$ cat config.mk
export PLATFORM = sky130hd
export DESIGN_NAME = cache_fill_fsm
export DESIGN_NICKNAME = d
export VERILOG_FILES = /design/src/rtl/cache_fill_fsm.sv
export SDC_FILE = /design/constraint.sdc
export NUM_CORES = 1
export LEC_CHECK = 0
export ABC_AREA = 1
export CELL_PAD_IN_SITES_DETAIL_PLACEMENT = 1
export CELL_PAD_IN_SITES_GLOBAL_PLACEMENT = 1
export CORE_MARGIN = 4
export CORE_UTILIZATION = 21
export CTS_CLUSTER_DIAMETER = 80
export DETAILED_ROUTE_END_ITERATION = 8
export PLACE_DENSITY = 0.86
export SLEW_MARGIN = 5
export SYNTH_ARGS = -nofsm -noshare
export SYNTH_HDL_FRONTEND = slang
export SYNTH_SLANG_ARGS = --single-unit
$ cat constraint.sdc
create_clock -name clk -period 1.6 [get_ports clk]
set_clock_uncertainty 0.15 [all_clocks]
set_input_delay 0.32 -clock clk [delete_from_list [all_inputs] [get_ports clk]]
set_output_delay 0.32 -clock clk [all_outputs]
set_load 0.03 [all_outputs]
$ cat src/rtl/cache_fill_fsm.sv
// Cache miss fill FSM: streams one block from main memory into the cache data array, then writes the tag.
// Build option: define CRITICAL_WORD_FIRST_EN to fetch the missing word first and wrap around the block.
module cache_fill_fsm #(
  parameter int WORDS_PER_BLOCK = 8,
  parameter int ADDR_W          = 16,
  parameter int DATA_W          = 16
) (
  input  logic              clk,
  input  logic              rst,
  input  logic              miss_detected,
  input  logic [ADDR_W-1:0] miss_address,
  input  logic [DATA_W-1:0] memory_data,
  input  logic              memory_data_valid,
  output logic              fsm_busy,
  output logic              memory_read_en,
  output logic [ADDR_W-1:0] memory_address,
  output logic              write_data_array,
  output logic [ADDR_W-1:0] data_array_addr,
  output logic [DATA_W-1:0] data_array_word,
  output logic              write_tag_array
);

  localparam int IDX_W = $clog2(WORDS_PER_BLOCK);
  localparam int CNT_W = IDX_W + 1;
  localparam int OFF_W = IDX_W + 1;
  localparam logic [CNT_W-1:0] WORDS = CNT_W'(WORDS_PER_BLOCK);
  localparam logic [CNT_W-1:0] LAST  = CNT_W'(WORDS_PER_BLOCK - 1);

  typedef enum logic {IDLE = 1'b0, FILL = 1'b1} state_t;

  state_t            state, state_nxt;
  logic [ADDR_W-1:0] base;
  logic [CNT_W-1:0]  issue_cnt;
  logic [CNT_W-1:0]  rcv_cnt;
  logic [IDX_W-1:0]  issue_word;
  logic [IDX_W-1:0]  rcv_word;

  // Base has its offset bits cleared, so OR-ing in the word offset can never carry into the tag.
  function automatic logic [ADDR_W-1:0] word_addr(input logic [ADDR_W-1:0] b,
                                                  input logic [IDX_W-1:0]  w);
    return b | ADDR_W'({w, 1'b0});
  endfunction

`ifdef CRITICAL_WORD_FIRST_EN
  logic [IDX_W-1:0] start;
  logic             unused_byte_sel;

  assign unused_byte_sel = miss_address[0];
  assign issue_word      = start + issue_cnt[IDX_W-1:0];
  assign rcv_word        = start + rcv_cnt[IDX_W-1:0];

  always_ff @(posedge clk) begin
    if (rst) begin
      start <= '0;
    end else if (state == IDLE && miss_detected) begin
      start <= miss_address[IDX_W:1];
    end
  end
`else
  logic unused_offset;

  assign unused_offset = ^miss_address[OFF_W-1:0];
  assign issue_word    = issue_cnt[IDX_W-1:0];
  assign rcv_word      = rcv_cnt[IDX_W-1:0];
`endif

  always_ff @(posedge clk) begin
    if (rst) begin
      state     <= IDLE;
      base      <= '0;
      issue_cnt <= '0;
      rcv_cnt   <= '0;
    end else begin
      state <= state_nxt;
      if (state == IDLE) begin
        if (miss_detected) begin
          base      <= {miss_address[ADDR_W-1:OFF_W], OFF_W'(0)};
          issue_cnt <= '0;
          rcv_cnt   <= '0;
        end
      end else begin
        if (issue_cnt < WORDS) issue_cnt <= issue_cnt + CNT_W'(1);
        if (memory_data_valid) rcv_cnt <= rcv_cnt + CNT_W'(1);
      end
    end
  end

  always_comb begin
    state_nxt = state;
    case (state)
      IDLE: if (miss_detected) state_nxt = FILL;
      FILL: if (memory_data_valid && rcv_cnt == LAST) state_nxt = IDLE;
      default: state_nxt = IDLE;
    endcase
  end

  // Issue and receive sides run independently inside FILL; returns arrive in issue order.
  always_comb begin
    fsm_busy         = 1'b0;
    memory_read_en   = 1'b0;
    memory_address   = '0;
    write_data_array = 1'b0;
    data_array_addr  = '0;
    write_tag_array  = 1'b0;
    case (state)
      IDLE: fsm_busy = miss_detected;
      FILL: begin
        fsm_busy = 1'b1;
        if (issue_cnt < WORDS) begin
          memory_read_en = 1'b1;
          memory_address = word_addr(base, issue_word);
        end
        if (memory_data_valid) begin
          write_data_array = 1'b1;
          data_array_addr  = word_addr(base, rcv_word);
          write_tag_array  = (rcv_cnt == LAST);
        end
      end
      default: fsm_busy = 1'b0;
    endcase
  end

  assign data_array_word = memory_data;

endmodule

* Word-level counts from Yosys, hierarchy flattened
Index checks and enable logic that the tools add are counted.
W data, S select, Z words.
** Word-level totals
- Flip-flop bits (word level) :: 21
- Bits in latches :: 0
- Bits in writable memories :: 0
- ROM bits :: 0
- Input port bits :: 36
- Output and inout bits :: 52
- Logic and storage cells :: 37
- Memories kept :: 0
** Operators by class
- $add $sub $neg :: 2
- $mul :: 0
- Divide/modulo/power cells :: 0
- Order comparisons :: 1
- Eq/ne operators :: 3
- Shift-type cells :: 0
- Muxes and demuxes :: 19
- Bitwise operators :: 3
- Reductions and logical operators :: 5
** Operators with widths (count)
- $mux W16 :: 4
- $or A16 B4 Y16 :: 2
- $mux W4 :: 5
- $add A4 B1 Y4 const B :: 2
- $mux W1 :: 8
- $reduce_and A2 Y1 :: 3
- $eq A4 B3 Y1 const B :: 1
- $lt A4 B4 Y1 const B :: 1
- $pmux W1 S2 :: 2
- $ne A2 B1 Y1 const B :: 1
- $ne A2 B2 Y1 const B :: 1
- $reduce_bool A2 Y1 :: 1
- $logic_and A1 B1 Y1 :: 1
- $not A1 Y1 :: 1

* Longest topological paths before layout
- Depth after elaboration :: 4
- Gate-level depth with buffers :: 6
- Depth with buffers taken out :: 6

* Worst setup path after synthesis
No wires, ideal clock.
- Path kind :: reg-to-output
- Start point :: register state
- End point :: output write_tag_array
- Data arrival time :: 1247 ps
- Data required time :: 1130 ps
- Path slack :: -117 ps
- Cell stages (with the launch flop) :: 5
- Path buffers :: 0
- Path through :: dfxtp_1 > nand2_2 > nor2_4 > nand2_1 > nor2_1
** On the way
- Word-level cells in the longest chain between the ends :: 1
** RTL lines
- from (decl) :: RTL line 31 : state_t state, state_nxt;
- from (signal assigned) :: RTL line 74 : state <= state_nxt;
- $mux W1 :: RTL line 105 : case (state)
- to (decl) :: RTL line 20 : output logic write_tag_array
No other way between the ends.

* Final worst setup path
Ends and elaborated chain as after synthesis.

==> metrics.md <==
| Metric | Value |
|---|---|
| Antenna viol nets, final | `0` |
| Placer congestion estimate | `0.723` |
| Synth area leader | `dfxtp_1` |
| FF-to-FF End | `issue_cnt[2]$_SDFFE_PP0P_` |
| Post-synth EDFFs | `0` |
| Logic pwr share | `0.301` |
| Startpoint of the worst hold path | `issue_cnt[3]$_SDFFE_PP0P_` |
| Pwr Total | `1310 µW` |
| Peak supply drop | `433 µV` |
| CP Class | `register to primary output` |
| CP Launch Type | `register` |
| Clock latency on the worst-skew pair | `260 ps` |
| Top-count cell post-synth | `nor2_1` |
| Via count | `1193` |
| Nets@finish | `256` |
| Largest net degree at the start of global routing | `30` |
| WHS Endpoint | `issue_cnt[3]$_SDFFE_PP0P_` |
| Reg power frac | `0.433` |
| Yosys warnings | `0` |
| Critical path's largest stage delay | `400 ps` |
| Worst path cell trace | `nand2_8, nor2_4, nand2_2, nor2_4, buf_6` |
| DRC | `0` |
| CTS Root Buffer Type | `clkbuf_8` |
| Post-DR wirelength/cell | `14.4 µm` |
| Layout cells sized above 1 | `0.396` |
| Outcome | `finished, violations left` |
| Hold Crit Class | `register to register` |
| Top cell type's share of synthesized area | `0.363` |
| CP max stage cell | `dfxtp_4` |
| #FFs+latches synth | `21` |
| FP Rows | `26` |
| Unique masters post-synth | `17` |
| FFs w/ async S/R, synth | `0` |
| R2R Path Start | `state$_SDFF_PP0_` |
| Worst setup slack after layout | `-64.3 ps` |
| # hold bufs at CTS | `0` |
| Cell area after synthesis | `1160 µm²` |
| Crit Path Max Fanout | `3` |
| Crit end category | `primary output` |
| Max Slew Vio Count | `0` |
| Buffers on Ports | `49` |
| First-pass GRT wire length | `5910 µm` |
| Max Cap Viol | `0` |
| Number of global-route vias before repair | `1276` |
| Die Y | `82.3 µm` |
| Average cell area after synthesis | `6.66 µm²` |
| Cell Pwr Density | `647 nW/µm²` |
| CP dominant cell by count | `nor2_4` |
| Dpl cell area | `1570 µm²` |
| Core area | `5240 µm²` |
| Synth area leaders | `dfxtp_1 36%, buf_4 14%, nor2_1 14%` |
| Fin util | `0.387` |
| Most frequent cells after synthesis | `42 x nor2_1, 26 x inv_1, 21 x buf_4, 21 x dfxtp_1, 17 x a21oi_1` |
| Seq/Total Area, Yosys | `0.363` |
| Reg2reg setup slack | `240 ps` |
| Sink Count | `21` |
| Clock transition at the registers of the reported paths | `80 ps` |
| Violated checks | `setup timing` |
| HPWL after DPL | `2560 µm` |
| Highest clock rate | `601 MHz` |
| Pre-Repair DR Iteration Count | `3` |
| Total global-route track usage | `0.114` |
| Lkg Pwr | `0.000818 µW` |
| Ys flop type | `dfxtp_1` |
| Antenna violations before repair | `0` |
| Critical Path RT | `1130 ps` |
| Final hold viol count | `0` |
| Area Overhead vs Synth | `74.9%` |
| Congestion Overflow GR | `0` |
| Routed WL | `4140 µm` |
| Initial Util | `0.221` |
| Fin area | `2030 µm²` |
| Sw power | `415 µW` |
| Horiz. Die Dim | `82.3 µm` |
| P_int | `895 µW` |
| H-tree levels | `1` |
| RSZ-0062 raised after global routing | `true` |
| Post-synthesis cell count | `174` |
| CTS Buffer Depth | `2` |
| ANT cells | `0` |
| Vias per cell | `4.16` |
| WP data arrival | `1190 ps` |
| Final cycle utilization of the critical path | `1.04` |
| TritonCTS clock tree | `yes` |
| Hold path depth | `2` |
| Net Sw Frac | `0.317` |
| Die ar. | `6770 µm²` |
| I/O Pins | `88` |
| DRT iter0 DRCs | `20` |
| R2R depth | `6` |
| Clock share of power | `0.266` |
| Setup violations, final | `27` |
| Cts bufs inserted | `3` |
| Min cycle time layout | `1660 ps` |
-- sequential cells by signal, summed over array words and instances, names as in the netlist --
signal,cells
base,12
rcv_cnt,4
state,1
issue_cnt,4
-- per-stage QoR --
step	setup WS, ps	setup TNS (ps)	hold slack [ps]	instances
after floorplan	-28.3	-283	239	175
after global placement	-195	-4110	300	278
after detailed placement	-221	-4630	310	278
after CTS	-53.3	-598	322	286
after global routing	-116	-2330	353	287
final	-64.3	-612	319	287
-- cell usage in the layout (no fill, tap or decap), types with 2 or more instances in the layout --
cell,count
a21oi_1,17
buf_12,3
buf_4,14
buf_6,29
clkbuf_8,3
clkdlybuf4s50_1,14
conb_1,2
dfxtp_1,18
dfxtp_2,2
ha_1,2
inv_1,26
nand2_1,13
nand2_2,2
nand3_1,4
nor2_1,17
nor2_2,2
nor2_4,24
o21ai_0,15
-- how the worst max path moves through the flow --
stage	startpoint	endpoint	cells past startpoint	slack, ps
2_1_floorplan	state$_SDFF_PP0_	memory_address[10]	4	-30
3_3_place_gp	memory_data_valid	write_tag_array	6	-200
3_5_place_dp	memory_data_valid	data_array_addr[2]	5	-220
4_1_cts	state$_SDFF_PP0_	memory_address[6]	4	-50
5_1_grt	state$_SDFF_PP0_	write_tag_array	5	-120
6_report	state$_SDFF_PP0_	write_tag_array	5	-60
-- power by group through the flow --
stage               logic, µW  clock network [µW]  registers, µW
CTS                       339                 368            567
floorplan                 244                   0            575
finish                    395                 349            567
detailed placement        284                   0            577
global placement          278                   0            576
global route              426                 400            571
-- area by class of cell --
class,count,area (µm²)
fill,624,3210
clock buffer,4,45.0
multi-input combinational,101,657
timing repair buffer,63,693
tap,70,87.6
sequential,21,427
inverter,28,118
-- routing by layer --
layer,part of all wire,vias to the layer above,GRT usage
li1,-,595,-
met1,0.39,559,0.122
met2,0.55,37,0.216
met3,0.062,2,0.0390
met4,0.0041,0,0.0216
met5,0,-,0
-- what timing repair did --
action | CTS | global route
gates cloned | 1 | 1
endpoints found under the hold margin | 0 | 0
resized for setup | 53 | 42
pin swaps | 2 | 1
setup buffers | 3 | 0
endpoints found under the setup margin | 33 | 34
-- critical path: cells and delay by family (launching register included) --
kind	cells	cell delay (ps)
flops	1	400
simple gates	4	390
buf+inv	1	140
-- cells by family (layout without fill, tap and decap cells) --
logic type | count (synthesis) | count (layout) | synth area share
AOI/OAI and AO/OA | 32 | 32 | 0.138
adders and majority gates | 2 | 2 | 0.0216
buffers and inverters | 53 | 95 | 0.249
DFF | 21 | 21 | 0.363
other | 1 | 2 | 0.00324
and+or+nand+nor | 65 | 65 | 0.225
(Power assumes the default switching activity.)
